File: src/rtl/uart_cmd_decoder.sv
// uart_cmd_decoder: assembles SYNC/ADDR/DHI/DLO/CHK byte packets into held register writes with error reporting
module uart_cmd_decoder #(
  parameter logic [7:0] SYNC_BYTE = 8'hA5,
  parameter int TIMEOUT = 64,
  parameter int TO_W = 7
) (
  input  logic        clk_16bd,
  input  logic        rst,
  input  logic [8:0]  frame,
  input  logic        frame_valid,
  output logic        wr_req,
  output logic [7:0]  wr_addr,
  output logic [15:0] wr_data,
  input  logic        wr_ack,
  output logic        err_pulse,
  output logic [1:0]  err_code,
  output logic [7:0]  err_count,
  output logic        busy
);
  typedef enum logic [2:0] {HUNT, ADDR, DHI, DLO, CHK, WRITE} state_t;
  state_t state_q;
  logic [7:0] rx, addr_q, dhi_q, dlo_q, wr_addr_q, err_count_q;
  logic [15:0] wr_data_q;
  logic [TO_W-1:0] to_q;
  logic [1:0] err_code_q, code_d;
  logic wr_req_q, busy_q, err_pulse_q, in_pkt, to_hit, chk_ok, err_d;
  logic unused_frame_bit;
  assign rx = frame[7:0];
  assign unused_frame_bit = frame[8];
  assign in_pkt = state_q inside {ADDR, DHI, DLO, CHK};
  assign to_hit = to_q == TO_W'(TIMEOUT - 1);
  assign chk_ok = rx == (addr_q ^ dhi_q ^ dlo_q);
  // A byte on the same edge as the timeout wins, so timeout only fires on idle edges
  assign err_d = frame_valid ? (state_q == WRITE || (state_q == CHK && !chk_ok)) : (in_pkt && to_hit);
  assign code_d = state_q == WRITE ? 2'b11 : frame_valid ? 2'b01 : 2'b10;
  assign wr_req = wr_req_q;
  assign wr_addr = wr_addr_q;
  assign wr_data = wr_data_q;
  assign err_pulse = err_pulse_q;
  assign err_code = err_code_q;
  assign err_count = err_count_q;
  assign busy = busy_q;
  // Packet FSM: busy and wr_req are registered alongside each state transition
  always_ff @(posedge clk_16bd or posedge rst) begin
    if (rst) begin
      state_q <= HUNT;
      busy_q <= 1'b0;
      wr_req_q <= 1'b0;
      wr_addr_q <= '0;
      wr_data_q <= '0;
      addr_q <= '0;
      dhi_q <= '0;
      dlo_q <= '0;
      to_q <= '0;
    end else begin
      case (state_q)
        HUNT: if (frame_valid && rx == SYNC_BYTE) begin
          state_q <= ADDR;
          busy_q <= 1'b1;
        end
        WRITE: if (wr_ack) begin
          state_q <= HUNT;
          busy_q <= 1'b0;
          wr_req_q <= 1'b0;
        end
        default: if (frame_valid) begin
          to_q <= '0;
          case (state_q)
            ADDR: begin
              addr_q <= rx;
              state_q <= DHI;
            end
            DHI: begin
              dhi_q <= rx;
              state_q <= DLO;
            end
            DLO: begin
              dlo_q <= rx;
              state_q <= CHK;
            end
            default: if (chk_ok) begin
              wr_addr_q <= addr_q;
              wr_data_q <= {dhi_q, dlo_q};
              wr_req_q <= 1'b1;
              state_q <= WRITE;
            end else begin
              state_q <= HUNT;
              busy_q <= 1'b0;
            end
          endcase
        end else if (to_hit) begin
          to_q <= '0;
          state_q <= HUNT;
          busy_q <= 1'b0;
        end else begin
          to_q <= to_q + 1'b1;
        end
      endcase
    end
  end
  // Error strobe, sticky cause and saturating count
  always_ff @(posedge clk_16bd or posedge rst) begin
    if (rst) begin
      err_pulse_q <= 1'b0;
      err_code_q <= '0;
      err_count_q <= '0;
    end else begin
      err_pulse_q <= err_d;
      if (err_d) begin
        err_code_q <= code_d;
        if (err_count_q != 8'hFF) err_count_q <= err_count_q + 1'b1;
      end
    end
  end
endmodule

File: config.mk
export PLATFORM = sky130hd
export DESIGN_NAME = uart_cmd_decoder
export DESIGN_NICKNAME = d
export VERILOG_FILES = /design/src/rtl/uart_cmd_decoder.sv
export SDC_FILE = /design/constraint.sdc
export NUM_CORES = 1
export LEC_CHECK = 0
export ABC_AREA = 1
export BUFFER_PORTS_ARGS = -buffer_cell sky130_fd_sc_hd__buf_2
export CAP_MARGIN = 25
export CORE_AREA = 3 3 104 76
export DETAILED_ROUTE_END_ITERATION = 16
export DIE_AREA = 0 0 107 79
export GPL_TIMING_DRIVEN = 0
export PLACE_DENSITY = 0.7
export SYNTH_ARGS = -nofsm -noshare
export SYNTH_HDL_FRONTEND = slang
export SYNTH_SLANG_ARGS = --single-unit
File: constraint.sdc
create_clock -name clk_16bd -period 2.7 [get_ports clk_16bd]
set_input_delay 0.27 -clock clk_16bd [delete_from_list [all_inputs] [get_ports clk_16bd]]
set_output_delay 0.27 -clock clk_16bd [all_outputs]
set_load 0.005 [all_outputs]
==> results of run 1 <==
-- placed cells by master, fill, tap and decap left out, drive strengths merged, types with 3 or more instances in the layout --
| cell type | n |
|---|---|
| inv | 45 |
| xor2 | 13 |
| dfrtp | 71 |
| clkinvlp | 3 |
| o21ai | 44 |
| nor2 | 25 |
| nand3 | 34 |
| nand2 | 160 |
| buf | 54 |
| xnor2 | 9 |
| nor3 | 3 |
| o22ai | 4 |
| clkbuf | 15 |
-- registers in the layout, summed over array words and instances, names as in the netlist --
| name | flops |
|---|---|
| addr_q | 8 |
| busy | 1 |
| dhi_q | 8 |
| dlo_q | 8 |
| err_code | 2 |
| err_count | 8 |
| err_pulse | 1 |
| state_q | 3 |
| to_q | 7 |
| wr_addr | 8 |
| wr_data | 16 |
| wr_req | 1 |
-- power groups by stage --
| stage | registers [W] | logic [W] | clock network, W |
|---|---|---|---|
| 2_1_floorplan | 0.00159 | 0.000980 | 0 |
| 3_3_place_gp | 0.00162 | 0.00125 | 0 |
| 3_5_place_dp | 0.00163 | 0.00129 | 0 |
| 4_1_cts | 0.00161 | 0.00130 | 0.000864 |
| 5_1_grt | 0.00167 | 0.00149 | 0.000914 |
| 6_report | 0.00162 | 0.00129 | 0.000843 |
-- logic make-up after synthesis --
family	count (synthesis)	share of synthesized area
compound gates	51	0.0801
xor+xnor	22	0.0556
fa+ha+maj	2	0.00722
buf+inv	56	0.0704
flops	71	0.513
simple gates	227	0.274
-- per-stage QoR --
step,setup WS [ns],cells
final,0.769,587
after floorplan,0.633,429
after global routing,0.519,587
after global placement,-0.280,571
after CTS,0.781,587
after detailed placement,0.796,571
-- metal layers --
| metal | routed length, µm | part of all wire | up-vias |
|---|---|---|---|
| met4 | 68 | 0.0092 | 0 |
| met3 | 363 | 0.049 | 7 |
| met5 | 0 | 0 | - |
| met1 | 3760 | 0.51 | 1349 |
| li1 | - | - | 1476 |
| met2 | 3230 | 0.44 | 52 |
-- cells in the mapped netlist, drive strengths merged --
master  count  area share
xor2       13       0.033
nand2     160        0.17
ha          2      0.0072
nor2       25       0.033
xnor2       9       0.023
o22ai       4      0.0072
clkinv      1      0.0025
nor3b       1      0.0022
inv        45       0.049
a21boi      1      0.0022
clkbuf      4      0.0043
buf         6       0.015
nor3        3      0.0043
or2         2      0.0036
a21oi       2      0.0029
o21ai      44       0.068
nand4       2      0.0036
dfrtp      71        0.51
nand3      34       0.053
-- worst max-delay path: stages (launching register included) --
cell and delay [ns]:
dfrtp_1 0.41, ha_1 0.23, nand2_1 0.07, nor3b_1 0.32, nand3_1 0.34, nand2_1 0.35
nand2_1 0.09, nand2_1 0.07
-- how the worst max path moves through the flow --
| stage | from | end | slack, ns | depth (start not counted) |
|---|---|---|---|---|
| detailed placement | to_q[0] | err_count[7] | 0.80 | 12 |
| global route | to_q[0] | err_count[6] | 0.52 | 12 |
| finish | err_count[0] | err_count[7] | 0.77 | 7 |
| floorplan | rst | addr_q[0] | 0.63 | 1 |
| CTS | to_q[0] | err_count[7] | 0.78 | 12 |
| global placement | rst | wr_addr[6] | -0.28 | 2 |
-- final cells by class --
type,count,area [µm²]
buffer,10,66.3
clock buffer,11,141
clock inverter,5,57.6
fill,643,2830
inverter,46,180
multi-input combinational,302,1450
sequential,71,1780
tap,94,118
timing repair buffer,48,240
==> summary.md, run 1 <==
| Metric | Value |
|---|---|
| First-pass GRT wire length | 12800 µm |
| M2 GR Usage | 0.294 |
| Setup_tns | 0 ns |
| Syn Nets | approximately 440 |
| Die width | between 100 and 150 µm |
| Root Buffer | clkbuf_8 |
| Via-to-Cell Ratio | between 4 and 5 |
| Syn Area/Cell | between 8 and 9 µm² |
| NetSw | 0.00146 W |
| Total core area | about 0.0069 mm² |
| Fin crit share | 0.715 |
| Leakage | 2.21 nW |
| I/O pin count | 50 |
| Routability congestion estimate | ~0.79 |
| CP startpoint kind | register |
| Critical Setup Path Class | reg2reg |
| Clock Skews | approximately 0.008 ns |
| Nets | about 500 |
| Post-CTS setup buffer count | 0 |
| H-Tree Depth | 3 |
| Slew margin rel. | 0.428 |
| Synth Cell Area | roughly 0.0035 mm² |
| CTS Sinks | 71 |
| Crit end category | register |
| Slew Limit Fails | 0 |
| Final instance area | about 0.0040 mm² |
| # setup viols final | 0 |
| Flop2flop setup slack | 0.77 ns |
| CTS Hold Bufs | 0 |
| Peak Freq | 518 MHz |
| FP Rows | 25 |
| Area after DPL | 0.00383 mm² |
| Hold slack | 0.114 ns |
| Die Span Y | between 70 and 80 µm |
| Initial Util | 0.506 |
| Largest net degree at the start of global routing | 72 |
| RSZ-0062 raised after global routing | false |
| Reg power frac | 0.432 |
| DRT Pass-1 Iters | 4 |
| Dpl hpwl | between 5000 and 6000 µm |
| DRC Markers | 0 |
| Netlist cell types | 28 |
| Logic pwr share | 0.344 |
| Total Power | between 0.003 and 0.004 W |
| Antenna diode count | 0 |
| Clock share of power | 0.225 |
| CTS max path bufs | 2 |
| #FFs+latches synth | 71 |
| Internal | about 0.0023 W |
| Min Tclk post-route | 1.93 ns |
| Drt total wl | around 7400 µm |
| GRT busiest layer | met2 |
| GRT overflow | 0 |
| Port-buffer cells | 48 |
| Crit path DAT | 2.21 ns |
| Worst-Margin Slew | 0.858 ns |
| Synth Instances | approximately 430 |
| CTS Buf Count | 9 |
| RR Startpoint | err_count[0] |
| CTS tree | built |
| Register clock-pin slew on the reported worst setup and hold paths | around 0.070 ns |
| Critical Path RT | 2.98 ns |
| Status | completed |
| Sw frac | 0.390 |
| Initial antenna violation count | 0 |
| Reg2Reg Depth | 7 |
| Cts repair resizes | 0 |
| Maxcap violations | 0 |
| Vias | approximately 2900 |
| Layout cells sized above 1 | 0.174 |
| Synth warn | 0 |
| Clock Latency Late Sink | about 0.34 ns |
| Detail Route Antenna Nets | 0 |
| Die area | roughly 0.0085 mm² |
| Fin util | 0.588 |
| Vias in the first global route | about 2700 |
| Per-cell routed wire length | ~13 µm |
| Final Hold Fails | 0 |
| Cell Pwr Density | between 900 and 1000 mW/mm² |
| GRT Total Usage | 0.193 |
| Area growth, synth to finish | 16.1% |
| Met1 GRT Util | 0.272 |
| HP Class | in2async |
| Initial DRC Count | 120 |
| Sequential area share after synthesis | 0.513 |
| Worst reg2reg path endpoint | err_count[7] |
| Max VDD drop | 0.469 mV |
| GRT met3 Usage | 0.0528 |
| CP max FO | 9 |
No activity file was read; power rests on OpenSTA's default activity.
==> inputs of run 2 (changes only) <==
==> constraint.sdc (replaced) <==
create_clock -name clk_16bd -period 1.95 [get_ports clk_16bd]
set_input_delay 0.195 -clock clk_16bd [delete_from_list [all_inputs] [get_ports clk_16bd]]
set_output_delay 0.195 -clock clk_16bd [all_outputs]
set_load 0.005 [all_outputs]
==> summary.md, run 2 (same netlist as run 1, synthesis figures left out) <==
| Metric | Value |
|---|---|
| Status | completed |
| Area growth, synth to finish | 20.4% |
| Initial Util | 0.506 |
| # setup viols final | 0 |
| Hold slack | 0.198 ns |
| Levels on crit path | 13 |
| CTS Buf Count | 9 |
| Port-buffer cells | 48 |
| Reg2Reg Depth | 13 |
| Crit end category | register |
| Root Buffer | clkbuf_8 |
| Multi-input logic area | roughly 0.0015 mm² |
| CP dominant cell by count | nand2_1 |
| Clock Skews | between 0.007 and 0.008 ns |
| Largest register FFs | 16 |
| Via-to-Cell Ratio | roughly 4.9 |
| Antenna diode count | 0 |
| First-pass GRT wire length | ~13000 µm |
| Worst stage delay on the critical path | between 0.4 and 0.5 ns |
| CTS max path bufs | 2 |
| Slew margin rel. | 0.667 |
| GRT met3 Usage | 0.0463 |
| Min Tclk post-route | roughly 1.8 ns |
| Clock Latency Late Sink | roughly 0.34 ns |
| HP Class | in2reg |
| Maxcap violations | 0 |
| Max VDD drop | 0.639 mV |
| GRT Total Usage | 0.196 |
| RR Startpoint | addr_q[5] |
| CP max stage cell | dfrtp_1 |
| Largest net degree at the start of global routing | 31 |
| Worst setup margin | approximately 0.14 ns |
| Layout cells sized above 1 | 0.200 |
| CP top delay family | simple AND/OR/NAND/NOR gates |
| Fin util | 0.609 |
| Commonest non-fill, non-tap cell in the layout | nand2_1 |
| CTS tree | built |
| Dpl ws | ~0.043 ns |
| Dpl hpwl | 5620 µm |
| Flop2flop setup slack | ~0.14 ns |
| Cell Pwr Density | between 1000 and 1500 mW/mm² |
| Final Hold Fails | 0 |
| Critical Path RT | 2.18 ns |
| Register clock-pin slew on the reported worst setup and hold paths | roughly 0.080 ns |
| Vias in the first global route | between 2000 and 3000 |
| Setup_tns | 0 ns |
| Critical Setup Path Class | reg2reg |
| Critical path origin | addr_q[5] |
| DRT Pass-1 Iters | 4 |
| CP startpoint kind | register |
| Worst reg2reg path endpoint | wr_data[5] |
| Detail Route Antenna Nets | 0 |
| Commonest cells after routing, fill and taps aside | nand2_1 (155), dfrtp_1 (71), buf_2 (50) |
| Drt total wl | slightly below 8000 µm |
| Fin crit share | 0.927 |
| Sequence of cells on the critical path | or2_1 -> nand2_1 -> nand2_1 -> nand2_1 -> nand2_1 -> nor2_2 -> nand2_2 -> inv_2 -> nand2_2 -> buf_6 -> buf_6 -> nand2_1 -> o21ai_1 |
| Fill count | 607 |
| Met1 GRT Util | 0.277 |
| Peak Freq | approximately 550 MHz |
| Slew Limit Fails | 0 |
| Worst-Margin Slew | about 0.50 ns |
| CP max FO | 10 |
| Total Power | 0.00538 W |
| Leakage | 2.26 nW |
| Initial DRC Count | 136 |
| CP endpoint | wr_data[5] |
| Crit path DAT | 2.04 ns |
| Die area | about 0.0085 mm² |
| FP Rows | 25 |
| Die Span Y | about 79 µm |
| Nets | ~500 |
| Storage cell area | ~0.0018 mm² |
| Per-cell routed wire length | approximately 13 µm |
| GRT overflow | 0 |
| Die width | approximately 110 µm |
| Vias | 2927 |
| GRT busiest layer | met2 |
| I/O pin count | 50 |
| Routability congestion estimate | between 0.8 and 0.9 |
| DRC Markers | 0 |
| H-Tree Depth | 3 |
| CTS Sinks | 71 |
| M2 GR Usage | 0.302 |
| Bufs and invs on worst path | 3 |
| Initial antenna violation count | 0 |
| Total core area | 0.00685 mm² |
[run 2: cell types whose count changed in the layout (fill, tap and decap cells not counted), moves of 2 or more]
cell      before  now
buf_12         0    2
buf_6          3    5
clkinv_4       1    3
nand2_1      158  155
nand2_4        0    2
nand3_1       33   30
nand3_2        0    3
[run 2: power breakdown]
group | internal (W) | total, W | switching, W
clock | 0.000721 | 0.00129 | 0.000573
combinational | 0.000730 | 0.00185 | 0.00112
sequential | 0.00185 | 0.00224 | 0.000389
[run 2: area by class of cell]
type,instances,area share
Timing Repair Buffer,54,0.0759
Inverter,46,0.0435
Tap cell,94,0.0282
Buffer,10,0.0168
Clock buffer,9,0.0297
Multi-Input combinational cell,302,0.357
Sequential cell,71,0.426
Clock inverter,7,0.0234
[run 2: repair_timing]
item                       4_1_cts  5_1_grt
resized for setup                0       14
buffers inserted                 0        2
hold buffers                     1        0
hold endpoints to repair        13        0
setup endpoints to repair        0       24
[run 2: per-stage QoR]
stage,area [µm²],std cells
2_1_floorplan,3470,429
3_3_place_gp,3830,571
3_5_place_dp,3870,573
4_1_cts,4100,590
5_1_grt,4170,593
6_report,4170,593
[run 2: tightest hold or removal path, stage by stage]
cell and delay, ns:
buf_2 0.13, inv_1 0.08, o21ai_0 0.08
[run 2: worst min path at each step]
stage / start / end / slack (ns) / depth (start not counted)
after floorplan: rst / addr_q[0] / 0.37 / 1
after detailed placement: rst / busy / 0.20 / 2
after global routing: frame[1] / dhi_q[1] / 0.21 / 3
after CTS: frame[7] / dhi_q[7] / 0.18 / 3
final: frame[4] / dhi_q[4] / 0.20 / 3
after global placement: wr_addr[5] / wr_addr[5] / 0.45 / 2
[run 2: metal layers]
metal	share of wire	wire length, µm
met1	0.50	3820
met2	0.45	3430
met3	0.046	354
met4	0.010	80
met5	0	0
==> inputs of run 3 (changes only) <==
--- a/config.mk
+++ b/config.mk
@@ -13,6 +13,8 @@
 export DIE_AREA = 0 0 107 79
 export GPL_TIMING_DRIVEN = 0
 export PLACE_DENSITY = 0.7
+export RECOVER_POWER = 50
+export SLEW_MARGIN = 20
 export SYNTH_ARGS = -nofsm -noshare
 export SYNTH_HDL_FRONTEND = slang
 export SYNTH_SLANG_ARGS = --single-unit
==> summary.md, run 3 (same netlist as run 1, synthesis figures left out) <==
| Metric | Value |
|---|---|
| Hold path start | frame[7] |
| GRT overflow | 0 |
| Peak Freq | 554 MHz |
| Commonest non-fill, non-tap cell in the layout | nand2_1 |
| Per-cell routed wire length | 13.1 µm |
| Critical Path RT | ~2.2 ns |
| Critical Setup Path Class | reg2reg |
| # setup viols final | 0 |
| Status | completed |
| Fill count | 616 |
| Vias in the first global route | ~2800 |
| CP startpoint kind | register |
| Layout cells sized above 1 | 0.182 |
| Drt total wl | ~7800 µm |
| Root Buffer | clkbuf_8 |
| HP Class | in2reg |
| Area growth, synth to finish | 19.6% |
| Clock Skews | roughly 0.0083 ns |
| DRT Pass-1 Iters | 4 |
| CP max FO | 10 |
| Min Tclk post-route | about 1.8 ns |
| CTS Sinks | 71 |
| Cell Pwr Density | around 1300 mW/mm² |
| Die Span Y | 79 µm |
| Fin crit share | 0.926 |
| Max VDD drop | 0.630 mV |
| Clock Latency Late Sink | 0.35 ns |
| FP Rows | 25 |
| Worst setup margin | 0.144 ns |
| Critical path origin | addr_q[5] |
| Routability congestion estimate | 0.810 |
| Fin util | 0.605 |
| Initial Util | 0.506 |
| Final Hold Fails | 0 |
| First-pass GRT wire length | 13100 µm |
| Initial antenna violation count | 0 |
| Maxcap violations | 0 |
| Nets | between 500 and 600 |
| Crit path DAT | 2.04 ns |
| H-Tree Depth | 3 |
| Slew Limit Fails | 0 |
| Met2 WL | 3410 µm |
| Dpl hpwl | roughly 5600 µm |
| Non-filler instance count after layout | about 590 |
| Slew margin rel. | 0.528 |
| Total Power | around 0.0054 W |
| Largest register FFs | 16 |
| Crit end category | register |
| Met1 WL | about 3900 µm |
| GRT Total Usage | 0.196 |
| Register clock-pin slew on the reported worst setup and hold paths | roughly 0.070 ns |
| I/O pin count | 50 |
| Port-buffer cells | 48 |
| Hold slack | 0.193 ns |
| Vias | 2946 |
| Dpl ws | about 0.043 ns |
| CTS max path bufs | 2 |
| CTS tree | built |
| Antenna diode count | 0 |
| Largest net degree at the start of global routing | 31 |
| Worst-Margin Slew | ~0.70 ns |
| Die width | roughly 110 µm |
| Placed insts | between 500 and 600 |
| Initial DRC Count | 138 |
| Multi-input logic area | roughly 0.0015 mm² |
| DR top layer | met4 |
| CTS Buf Count | 9 |
| Commonest cells after routing, fill and taps aside | nand2_1 (155), dfrtp_1 (71), inv_1 (42) |
| Leakage | roughly 2.2 nW |
| Total core area | slightly below 0.007 mm² |
| Die area | between 0.008 and 0.009 mm² |
| DRC Markers | 0 |
| Detail Route Antenna Nets | 0 |
| Via-to-Cell Ratio | about 5.0 |
| RR Startpoint | addr_q[5] |
| Storage cell area | about 0.0018 mm² |
| Met3 routed WL | around 350 µm |
[run 3: report_power, final]
part / total, W / switching (W) / internal (W)
Clock: 0.00130 / 0.000577 / 0.000721
Combinational: 0.00184 / 0.00112 / 0.000719
Sequential: 0.00224 / 0.000389 / 0.00185
[run 3: per-stage QoR]
step / area [µm²] / TNS (ns)
3_5_place_dp: 3870 / 0
2_1_floorplan: 3470 / 0
6_report: 4150 / 0
4_1_cts: 4100 / 0
5_1_grt: 4150 / -0.00440
3_3_place_gp: 3830 / 0
[run 3: routing by layer]
layer | global-route usage | vias to the layer above
met4 | 0.0587 | 0
li1 | - | 1481
met3 | 0.0463 | 6
met1 | 0.277 | 1401
met5 | 0 | -
met2 | 0.302 | 58
[run 3: repair_timing]
item	CTS	global route
gates resized for setup	0	14
setup buffers	0	2
endpoints found under the setup margin	0	24
hold endpoints to repair	13	0
hold buffers	1	0
[run 3: cell type report]
cell class                      instances  share of cell area
Timing Repair Buffer                   54              0.0706
Clock buffer                            9              0.0299
Buffer                                 10              0.0169
Multi-Input combinational cell        302               0.359
Tap cell                               94              0.0284
Sequential cell                        71               0.429
Clock inverter                          7              0.0235
Inverter                               46              0.0432
[run 3: worst paths after layout]
kind / depth (start not counted) / endpoint / slack (ns)
worst max register to register: 13 / wr_data[5] / 0.14
worst min-delay path: 3 / dhi_q[7] / 0.19
max in group asynchronous: 5 / wr_data[15] / 0.45
min in group asynchronous: 3 / busy / 0.45
worst max-delay path: 13 / wr_data[5] / 0.14
worst min register to register: 2 / wr_addr[5] / 0.47
[run 3: critical path: stages, from the launching register on]
cell     delay [ns]
dfrtp_1        0.41
or2_1          0.25
nand2_1        0.06
nand2_1        0.05
nand2_1        0.05
nand2_1        0.08
nor2_2         0.15
nand2_2        0.11
inv_2          0.07
nand2_2        0.05
buf_6          0.14
buf_6          0.15
nand2_1        0.06
o21ai_1        0.06
